### src/rtl/tv80_pkg.sv
// Shared types and helpers for the reduced TV80 core: T-states, CB shift ops, flag layout.
package tv80_pkg;

   localparam int unsigned DW = 8;
   localparam int unsigned AW = 16;

   typedef enum logic [1:0] {TS_T1, TS_T2, TS_T3, TS_T4} tstate_e;

   typedef enum logic [2:0] {
      SH_RLC, SH_RRC, SH_RL, SH_RR, SH_SLA, SH_SRA, SH_SLL, SH_SRL
   } shift_op_e;

   localparam int unsigned FLAG_C  = 0;
   localparam int unsigned FLAG_N  = 1;
   localparam int unsigned FLAG_PV = 2;
   localparam int unsigned FLAG_X3 = 3;
   localparam int unsigned FLAG_H  = 4;
   localparam int unsigned FLAG_X5 = 5;
   localparam int unsigned FLAG_Z  = 6;
   localparam int unsigned FLAG_S  = 7;

   // Returns {carry_out, result}.
   function automatic logic [DW:0] shift8(input shift_op_e op, input logic [DW-1:0] d,
                                          input logic cin);
      logic [DW:0] r;
      case (op)
         SH_RLC:  r = {d[7], d[6:0], d[7]};
         SH_RRC:  r = {d[0], d[0], d[7:1]};
         SH_RL:   r = {d[7], d[6:0], cin};
         SH_RR:   r = {d[0], cin, d[7:1]};
         SH_SLA:  r = {d[7], d[6:0], 1'b0};
         SH_SRA:  r = {d[0], d[7], d[7:1]};
         SH_SLL:  r = {d[7], d[6:0], 1'b1};
         default: r = {d[0], 1'b0, d[7:1]};
      endcase
      return r;
   endfunction

   function automatic logic [DW-1:0] shift_flags(input logic [DW:0] cr);
      logic [DW-1:0] f;
      f          = '0;
      f[FLAG_S]  = cr[7];
      f[FLAG_Z]  = (cr[7:0] == 8'h00);
      f[FLAG_X5] = cr[5];
      f[FLAG_X3] = cr[3];
      f[FLAG_PV] = ~^cr[7:0];
      f[FLAG_C]  = cr[8];
      return f;
   endfunction

endpackage

### src/rtl/tv80_core.sv
// M1 sequencer, architectural state and CB shift/rotate execution.
module tv80_core
   import tv80_pkg::*;
(
   input  logic          clk,
   input  logic          reset_n,
   input  logic          cen_i,
   input  logic          wait_n_i,
   input  logic [DW-1:0] di_i,
   output logic          m1_n_o,
   output logic          mreq_n_o,
   output logic          rd_n_o,
   output logic          rfsh_n_o,
   output logic          halt_n_o,
   output logic [AW-1:0] addr_o
);

   logic [AW-1:0] PC, SP, A;
   logic [DW-1:0] ACC, F, Ap, Fp, I, R;
   logic          IntE_FF1, IntE_FF2, Halt_FF, Alternate;

   tstate_e       ts_q;
   logic [DW-1:0] ir_q;
   logic          cb_q;
   logic          m1_q, mreq_q, rd_q, rfsh_q;

   logic [2:0]    rsel;
   logic [DW-1:0] rd_h, rd_l, opnd, sh_flags;
   logic [DW:0]   sh;
   logic          exec_sh, wr_reg;

   // Operand fetch and shifter; A (r=7) lives in the core, the rest in the file.
   always_comb begin
      rsel     = {Alternate, ir_q[2:1]};
      opnd     = (ir_q[2:0] == 3'd7) ? ACC : (ir_q[0] ? rd_l : rd_h);
      sh       = shift8(shift_op_e'(ir_q[5:3]), opnd, F[FLAG_C]);
      sh_flags = shift_flags(sh);
      exec_sh  = cb_q && (ts_q == TS_T4) && (ir_q[7:6] == 2'b00) && (ir_q[2:0] != 3'd6);
      wr_reg   = cen_i && exec_sh && (ir_q[2:0] != 3'd7);
   end

   tv80_reg regs (
      .clk       (clk),
      .we_h_i    (wr_reg & ~ir_q[0]),
      .we_l_i    (wr_reg & ir_q[0]),
      .waddr_i   (rsel),
      .wdata_i   (sh[7:0]),
      .raddr_a_i (rsel),
      .rdata_h_o (rd_h),
      .raddr_b_i (rsel),
      .rdata_l_o (rd_l)
   );

   always_ff @(posedge clk or negedge reset_n) begin
      if (!reset_n) begin
         PC        <= 16'h0000;
         SP        <= 16'hFFFF;
         A         <= 16'h0000;
         ACC       <= 8'hFF;
         F         <= 8'hFF;
         Ap        <= 8'hFF;
         Fp        <= 8'hFF;
         I         <= 8'h00;
         R         <= 8'h00;
         IntE_FF1  <= 1'b0;
         IntE_FF2  <= 1'b0;
         Halt_FF   <= 1'b0;
         Alternate <= 1'b0;
         ts_q      <= TS_T1;
         ir_q      <= 8'h00;
         cb_q      <= 1'b0;
         m1_q      <= 1'b1;
         mreq_q    <= 1'b1;
         rd_q      <= 1'b1;
         rfsh_q    <= 1'b1;
      end else if (cen_i) begin
         case (ts_q)
            TS_T1: begin
               ts_q   <= TS_T2;
               A      <= PC;
               m1_q   <= 1'b0;
               mreq_q <= 1'b0;
               rd_q   <= 1'b0;
               rfsh_q <= 1'b1;
            end
            TS_T2: begin
               if (wait_n_i) begin
                  ts_q   <= TS_T3;
                  // A halted CPU refetches the same address and executes NOPs.
                  ir_q   <= Halt_FF ? 8'h00 : di_i;
                  if (!Halt_FF) PC <= AW'(PC + 16'd1);
                  A      <= {I, R};
                  m1_q   <= 1'b1;
                  rd_q   <= 1'b1;
                  mreq_q <= 1'b0;
                  rfsh_q <= 1'b0;
               end
            end
            TS_T3: ts_q <= TS_T4;
            default: begin
               ts_q   <= TS_T1;
               R      <= {R[7], 7'(R[6:0] + 7'd1)};
               A      <= PC;
               m1_q   <= 1'b0;
               mreq_q <= 1'b0;
               rd_q   <= 1'b0;
               rfsh_q <= 1'b1;
               if (cb_q) begin
                  cb_q <= 1'b0;
                  if (exec_sh) begin
                     F <= sh_flags;
                     if (ir_q[2:0] == 3'd7) ACC <= sh[7:0];
                  end
               end else if (ir_q == 8'hCB) begin
                  cb_q <= 1'b1;
               end else if (ir_q == 8'h76) begin
                  Halt_FF <= 1'b1;
               end
            end
         endcase
      end
   end

   assign m1_n_o   = m1_q;
   assign mreq_n_o = mreq_q;
   assign rd_n_o   = rd_q;
   assign rfsh_n_o = rfsh_q;
   assign halt_n_o = ~Halt_FF;
   assign addr_o   = A;

   logic unused_state;
   assign unused_state = ^{SP, Ap, Fp, IntE_FF1, IntE_FF2};

endmodule

### src/rtl/tv80_reg.sv
// General register file: two banks x {BC,DE,HL,IX/IY}, high/low byte arrays.
module tv80_reg
   import tv80_pkg::*;
(
   input  logic          clk,
   input  logic          we_h_i,
   input  logic          we_l_i,
   input  logic [2:0]    waddr_i,
   input  logic [DW-1:0] wdata_i,
   input  logic [2:0]    raddr_a_i,
   output logic [DW-1:0] rdata_h_o,
   input  logic [2:0]    raddr_b_i,
   output logic [DW-1:0] rdata_l_o
);

   logic [DW-1:0] RegsH [0:7];
   logic [DW-1:0] RegsL [0:7];

   always_ff @(posedge clk) begin
      if (we_h_i) RegsH[waddr_i] <= wdata_i;
      if (we_l_i) RegsL[waddr_i] <= wdata_i;
   end

   assign rdata_h_o = RegsH[raddr_a_i];
   assign rdata_l_o = RegsL[raddr_b_i];

endmodule

### src/rtl/tv80s.sv
// Z80-bus wrapper around the reduced TV80 core; I/O, write and bus-grant paths are idle.
module tv80s
   import tv80_pkg::*;
(
   input  logic          clk,
   input  logic          reset_n,
   input  logic          cen,
   input  logic          wait_n,
   input  logic          int_n,
   input  logic          nmi_n,
   input  logic          busrq_n,
   input  logic [DW-1:0] di,
   output logic          m1_n,
   output logic          mreq_n,
   output logic          iorq_n,
   output logic          rd_n,
   output logic          wr_n,
   output logic          rfsh_n,
   output logic          halt_n,
   output logic          busak_n,
   output logic [AW-1:0] A,
   output logic [DW-1:0] dout
);

   tv80_core core (
      .clk      (clk),
      .reset_n  (reset_n),
      .cen_i    (cen),
      .wait_n_i (wait_n),
      .di_i     (di),
      .m1_n_o   (m1_n),
      .mreq_n_o (mreq_n),
      .rd_n_o   (rd_n),
      .rfsh_n_o (rfsh_n),
      .halt_n_o (halt_n),
      .addr_o   (A)
   );

   assign iorq_n  = 1'b1;
   assign wr_n    = 1'b1;
   assign busak_n = 1'b1;
   assign dout    = '0;

   logic unused_inputs;
   assign unused_inputs = ^{int_n, nmi_n, busrq_n};

endmodule

### config.mk
export PLATFORM = sky130hd
export DESIGN_NAME = tv80s
export DESIGN_NICKNAME = d
export VERILOG_FILES = /design/src/rtl/tv80_pkg.sv /design/src/rtl/tv80_core.sv /design/src/rtl/tv80_reg.sv /design/src/rtl/tv80s.sv
export SDC_FILE = /design/constraint.sdc
export NUM_CORES = 1
export LEC_CHECK = 0
export ABC_AREA = 1
export ABC_CLOCK_PERIOD_IN_PS = 3700
export CAP_MARGIN = 25
export CORE_UTILIZATION = 50
export DETAILED_ROUTE_END_ITERATION = 12
export GPL_ROUTABILITY_DRIVEN = 0
export GPL_TIMING_DRIVEN = 0
export HOLD_SLACK_MARGIN = 0.02
export PLACE_DENSITY = 0.88
export SYNTH_ARGS = -nofsm -noshare
export SYNTH_HDL_FRONTEND = slang
export SYNTH_SLANG_ARGS = --single-unit
export TNS_END_PERCENT = 100
### constraint.sdc
create_clock -name clk -period 3.7 [get_ports clk]
set_input_delay 0.37 -clock clk [delete_from_list [all_inputs] [get_ports clk]]
set_output_delay 0.37 -clock clk [all_outputs]
set_load 0.01 [all_outputs]
==> results of run 1 <==
==> power by group <==
group          switching, mW  total [mW]  internal [mW]  leakage, nW
registers             0.0884       0.791          0.703        0.697
logic                  0.248       0.442          0.194        0.799
clock network          0.201       0.356          0.154       0.0478
==> final cells by class <==
class | count | area (sq um)
clock inverters | 2 | 16.3
inverters | 35 | 131
fillers | 410 | 1700
repair buffers | 34 | 345
flip-flops and latches | 54 | 1360
well taps | 67 | 83.8
multi-input cells | 204 | 1020
clock buffers | 6 | 82.6
plain buffers | 19 | 139
==> critical path: cells and delay by family (launching register included) <==
family                 cells  cell delay (ns)
flip-flops                 1             0.56
buffers and inverters      2             0.62
==> timing repair <==
| item | CTS | global route |
|---|---|---|
| hold buffers | 1 | 0 |
| hold endpoints to repair | 16 | 0 |
| endpoints found under the setup margin | 0 | 0 |
==> through the flow <==
stage | instance area [sq um] | setup slack, ns | utilization, % | total power [mW] | hold WS [ns]
2_1_floorplan | 2650 | 2.23 | - | 1.05 | 0.0744
3_3_place_gp | 3050 | 0.719 | 62.6 | 1.21 | 0.441
3_5_place_dp | 3070 | 1.81 | 62.9 | 1.24 | 0.318
4_1_cts | 3180 | 1.82 | 65.1 | 1.60 | 0.457
5_1_grt | 3180 | 1.66 | 65.1 | 1.68 | 0.494
6_report | 3180 | 1.83 | 65.1 | 1.59 | 0.456
==> final timing paths <==
check / endpoint / cells after the start / start / slack [ns]
worst max register to register: core.addr_o[7] / 6 / core.ts_q[1] / 1.85
worst min-delay path: core.mreq_n_o / 2 / core.mreq_n_o / 0.46
worst min register to register: core.mreq_n_o / 2 / core.mreq_n_o / 0.46
min in group asynchronous: core.PC[13] / 2 / reset_n / 0.49
max in group asynchronous: core.rfsh_n_o / 3 / reset_n / 2.62
worst max-delay path: rd_n / 2 / core.m1_n_o / 1.83
==> cell usage in the layout (no fill, tap or decap), types with 4 or more instances in the layout <==
| master | synthesis | routed |
|---|---|---|
| inv_1 | 31 | 31 |
| nand2_1 | 81 | 81 |
| clkbuf_8 | 0 | 6 |
| nor2_1 | 20 | 20 |
| buf_2 | 3 | 4 |
| nand3_1 | 24 | 24 |
| ha_1 | 7 | 7 |
| conb_1 | 2 | 11 |
| dfrtp_1 | 51 | 51 |
| buf_4 | 13 | 13 |
| xor2_1 | 5 | 5 |
| o21ai_0 | 12 | 12 |
| nand4_1 | 10 | 10 |
| clkdlybuf4s50_1 | 0 | 31 |
| o21ai_1 | 12 | 12 |
| xnor2_1 | 5 | 5 |
==> routing by layer <==
| metal | share of wire (%) | vias up |
|---|---|---|
| li1 | - | 1037 |
| met1 | 44 | 999 |
| met2 | 49 | 59 |
| met3 | 3.7 | 15 |
| met4 | 2.8 | 0 |
| met5 | 0 | - |
==> kinds of logic after synthesis <==
| family | Yosys count | share of synthesized area (%) |
|---|---|---|
| AOI/OAI and AO/OA | 32 | 6.65 |
| xor gates and xnor gates | 10 | 3.35 |
| adders and majority gates | 7 | 3.35 |
| buffers and inverters | 54 | 10.3 |
| DFF | 54 | 51.8 |
| other | 2 | 0.287 |
| and+or+nand+nor | 144 | 24.2 |
==> state kept, by name, summed over array words and instances (netlist names) <==
signal	count
core.PC	16
core.addr_o	16
core.ir_q	8
core.R	7
core.ts_q	2
core.Halt_FF	1
core.cb_q	1
core.m1_n_o	1
core.mreq_n_o	1
core.rfsh_n_o	1
==> flow_summary.yaml, run 1 <==
timing:
  maxSlewViolCount: 0
  worst_clock_skew_ns: 0.00987
  rsz0062_at_grt: "no"
  fin_tns_setup_ns: 0
  period_share_pct: 50.4
  fmax_mhz: 536
  hold_viol_final: 0
  setup_viol: 0
  period_minus_slack_ns: 1.87
logic_synthesis:
  postSynthAreaPerCell_sq_um: 8.63
  yosysTopAreaCellShare_pct: 48.8
  yosysWarnings: 8
  yosysTopAreaCell: "dfrtp_1"
  ys_seq_elements: 54
  async_flop_share_pct: 100
  ys_types: 29
  synthTopCellsByArea: "dfrtp_1 49%, nand2_1 12%, nand3_1 4.6%"
  syn_area_sq_um: 2620
  ys_top_cells_by_count: "81 x nand2_1, 51 x dfrtp_1, 31 x inv_1"
  synth_edf_count: 0
  ys_seq_area_share_pct: 51.8
  yosysMostFrequentCell: "nand2_1"
  synthCells: 303
  ys.flop_type: "dfrtp_1"
detailed_routing:
  wl_per_cell_um: 12.5
  drtAntennaViolNets: 0
  totalWireLength_um: 5260
  drc: 0
  num_vias: 2110
  drt-vias-per-instance: 5.01
  drt-initial-drc-count: 104
  dr.pass1.iters: 4
global_routing:
  grt_pass1_wl_um: 9260
  met1_usage_pct: 27.8
  antenna_found_initial: 0
  grt_max_degree: 39
  track_usage_pct: 22.1
  grt_pass1_vias: 2119
  use_met2_pct: 37.6
  busiest_layer: "met2"
  grt_overflow_total: 0
  use_met3_pct: 3.12
critical_path:
  path_cells: "buf_4 -> clkdlybuf4s50_1"
  path_class: "reg -> out"
  end_kind: "output port"
  max_stage_delay_ns: 0.56
  critPathMaxFanout: 3
  slowest_stage: "dfstp_2"
  critPathArrivalTime_ns: 1.50
  required_ns: 3.33
  crit_path_start_kind: "register"
floorplan:
  ioPinCount: 47
  fp.dieH_um: 74.3
  fp.dieW_um: 74.3
  die-area_sq_um: 5520
  initial_core_util_pct: 53.6
  std_cell_rows: 25
  core_area_sq_um: 4880
finish:
  num-nets-final: 375
  layout-drive-gt1-share_pct: 12.1
  final_cells: 421
  diodes: 0
  synthToLayoutAreaGrowth_pct: 21.5
clock_tree:
  clock_latency_ns: 0.32
  cts_made_buffers: 5
  root_buffer: "clkbuf_8"
  cts_tree: "yes"
  cts_sinks: 54
  htreeDepth: 2
  cts_buffer_depth: 2
  post_cts_buffers: 0
  post_cts_resized: 0
  path_clk_slew_ns: 0.10
placed_design:
  port_buffers: 32
  dp_hpwl_um: 3910
  dp.cells: 412
min_path:
  hold_path.class: "reg -> reg"
run:
  max_cap_viol_count: 0
status:
  status: "complete, no violations"
power:
  leakage_nw: 1.54
  powerDensity_nw_per_um2: 500
  ir_worst_vdd_v: 0.000223
(Power assumes the default switching activity.)
==> run 2, diff against run 1 <==
Settings changed: ABC_CLOCK_PERIOD_IN_PS 3700 to 1700, CORE_UTILIZATION 50 to 47, PLACE_DENSITY 0.88 to 0.86.
Clock period 3.7 ns to 1.7 ns, I/O delays scaled along.
==> run 2 against run 1 <==
Against the previous run: clock skew barely moved; critical path type unchanged; cell count rose by 0.95%; design area rose by 2.1%.
==> flow_summary.yaml, run 2 (synthesis results as in run 1) <==
status:
  status: "complete, no violations"
floorplan:
  fp.dieW_um: 76.6
  die-area_sq_um: 5870
  fp.dieH_um: 76.6
  std_cell_rows: 26
  ioPinCount: 47
  initial_core_util_pct: 49.9
  core_area_sq_um: 5240
power:
  leakage_nw: 1.57
  ir_worst_vdd_v: 0.000559
  powerDensity_nw_per_um2: 1110
detailed_routing:
  drt-vias-per-instance: 4.99
  num_vias: 2120
  drtAntennaViolNets: 0
  dr.pass1.iters: 4
  drt-initial-drc-count: 106
  totalWireLength_um: 5260
  wl_per_cell_um: 12.4
  drc: 0
clock_tree:
  cts_buffer_depth: 2
  htreeDepth: 2
  path_clk_slew_ns: 0.09
  root_buffer: "clkbuf_8"
  cts_sinks: 54
  cts_tree: "yes"
  clock_latency_ns: 0.31
  cts_made_buffers: 5
placed_design:
  dp.cells: 415
  port_buffers: 32
  dp_hpwl_um: 3790
critical_path:
  cp_top_family: "buffers and inverters"
  critPathLaunch: "core.m1_n_o"
  max_stage_delay_ns: 0.55
  slowest_stage: "dfstp_2"
  required_ns: 1.53
  end_kind: "output port"
  rr_startpoint: "core.ts_q[1]"
  crit_path_start_kind: "register"
  critPathArrivalTime_ns: 1.46
  cp_num_buf_inv: 2
  path_cells: "buf_4 -> clkdlybuf4s50_1"
  critPathMaxFanout: 3
  path_class: "reg -> out"
global_routing:
  antenna_found_initial: 0
  grt_pass1_vias: 2131
  use_met2_pct: 33.7
  use_met3_pct: 3.95
  met1_usage_pct: 24.4
  grt_pass1_wl_um: 9160
  grt_overflow_total: 0
  grt_max_degree: 32
  busiest_layer: "met2"
  track_usage_pct: 19.7
min_path:
  hold_path.class: "in -> async"
finish:
  final_cell_mix: "80 x nand2_1, 50 x dfrtp_1, 31 x clkdlybuf4s50_1"
  diodes: 0
  num-nets-final: 377
  final_cells: 425
  final_common_cell: "nand2_1"
  layout-drive-gt1-share_pct: 14.4
  synthToLayoutAreaGrowth_pct: 24.0
run:
  max_cap_viol_count: 0
timing:
  period_share_pct: 95.8
  fmax_mhz: 614
  hold_ws_ns: 0.370
  setup_viol: 0
  slew_headroom_pct: 63.2
  worst_clock_skew_ns: 0.00970
  hold_viol_final: 0
  period_minus_slack_ns: 1.63
  maxSlewViolCount: 0
  tightest_slew_ns: 0.552
## run 2: metal layers
layer  wire [um]  up-vias
met5           0        -
met4          84        0
met3         240        7
met2        2640       62
met1        2300     1007
li1            -     1044
## run 2: metrics by stage
stage | cell area (sq um) | total power [mW] | util (%) | setup slack, ns | setup TNS (ns)
after global routing | 3240 | 3.85 | 61.9 | -0.00662 | -0.0126
after global placement | 3060 | 2.63 | 58.4 | -1.09 | -57.30
final | 3240 | 3.62 | 61.9 | 0.0721 | 0
after CTS | 3200 | 3.58 | 61.1 | 0.00980 | 0
after floorplan | 2650 | 2.28 | - | 0.228 | 0
after detailed placement | 3070 | 2.69 | 58.6 | -0.137 | -0.610
## run 2: power by group
group | internal (mW) | switching (mW)
clock | 0.471 | 0.399
combinational | 0.465 | 0.559
sequential | 1.53 | 0.189
total | 2.47 | 1.15
## run 2: worst paths after layout
check / to / cells past startpoint / slack (ns)
min: core.ir_q[7] / 2 / 0.37
max in group asynchronous: core.rfsh_n_o / 3 / 0.70
max: rd_n / 2 / 0.07
min in group clk: core.ir_q[1] / 3 / 0.40
max reg2reg: core.PC[14] / 9 / 0.11
min reg2reg: core.mreq_n_o / 2 / 0.46
## run 2: area by class of cell
| type | count | area [sq um] |
|---|---|---|
| Buffer | 19 | 146 |
| Clock inverter | 1 | 30.0 |
| Clock buffer | 6 | 82.6 |
| Timing Repair Buffer | 36 | 358 |
| Sequential cell | 54 | 1360 |
| Inverter | 35 | 131 |
| Tap cell | 70 | 87.6 |
| Fill cell | 437 | 1990 |
| Multi-Input combinational cell | 204 | 1050 |
## run 2: worst register-to-register path: cells and delay by family, from the launching register on
kind	cells	cell delay, ns
DFF	1	0.42
buffers and inverters	3	0.37
and+or+nand+nor	4	0.36
adders and majority gates	1	0.19
AOI/OAI and AO/OA	1	0.14
## run 2: repair_timing
item | 4_1_cts | 5_1_grt
gates cloned | 0 | 1
pin swaps | 0 | 2
hold buffers | 1 | 0
buffers inserted | 0 | 1
setup endpoints to repair | 10 | 33
endpoints found under the hold margin | 22 | 0
gates resized for setup | 3 | 9
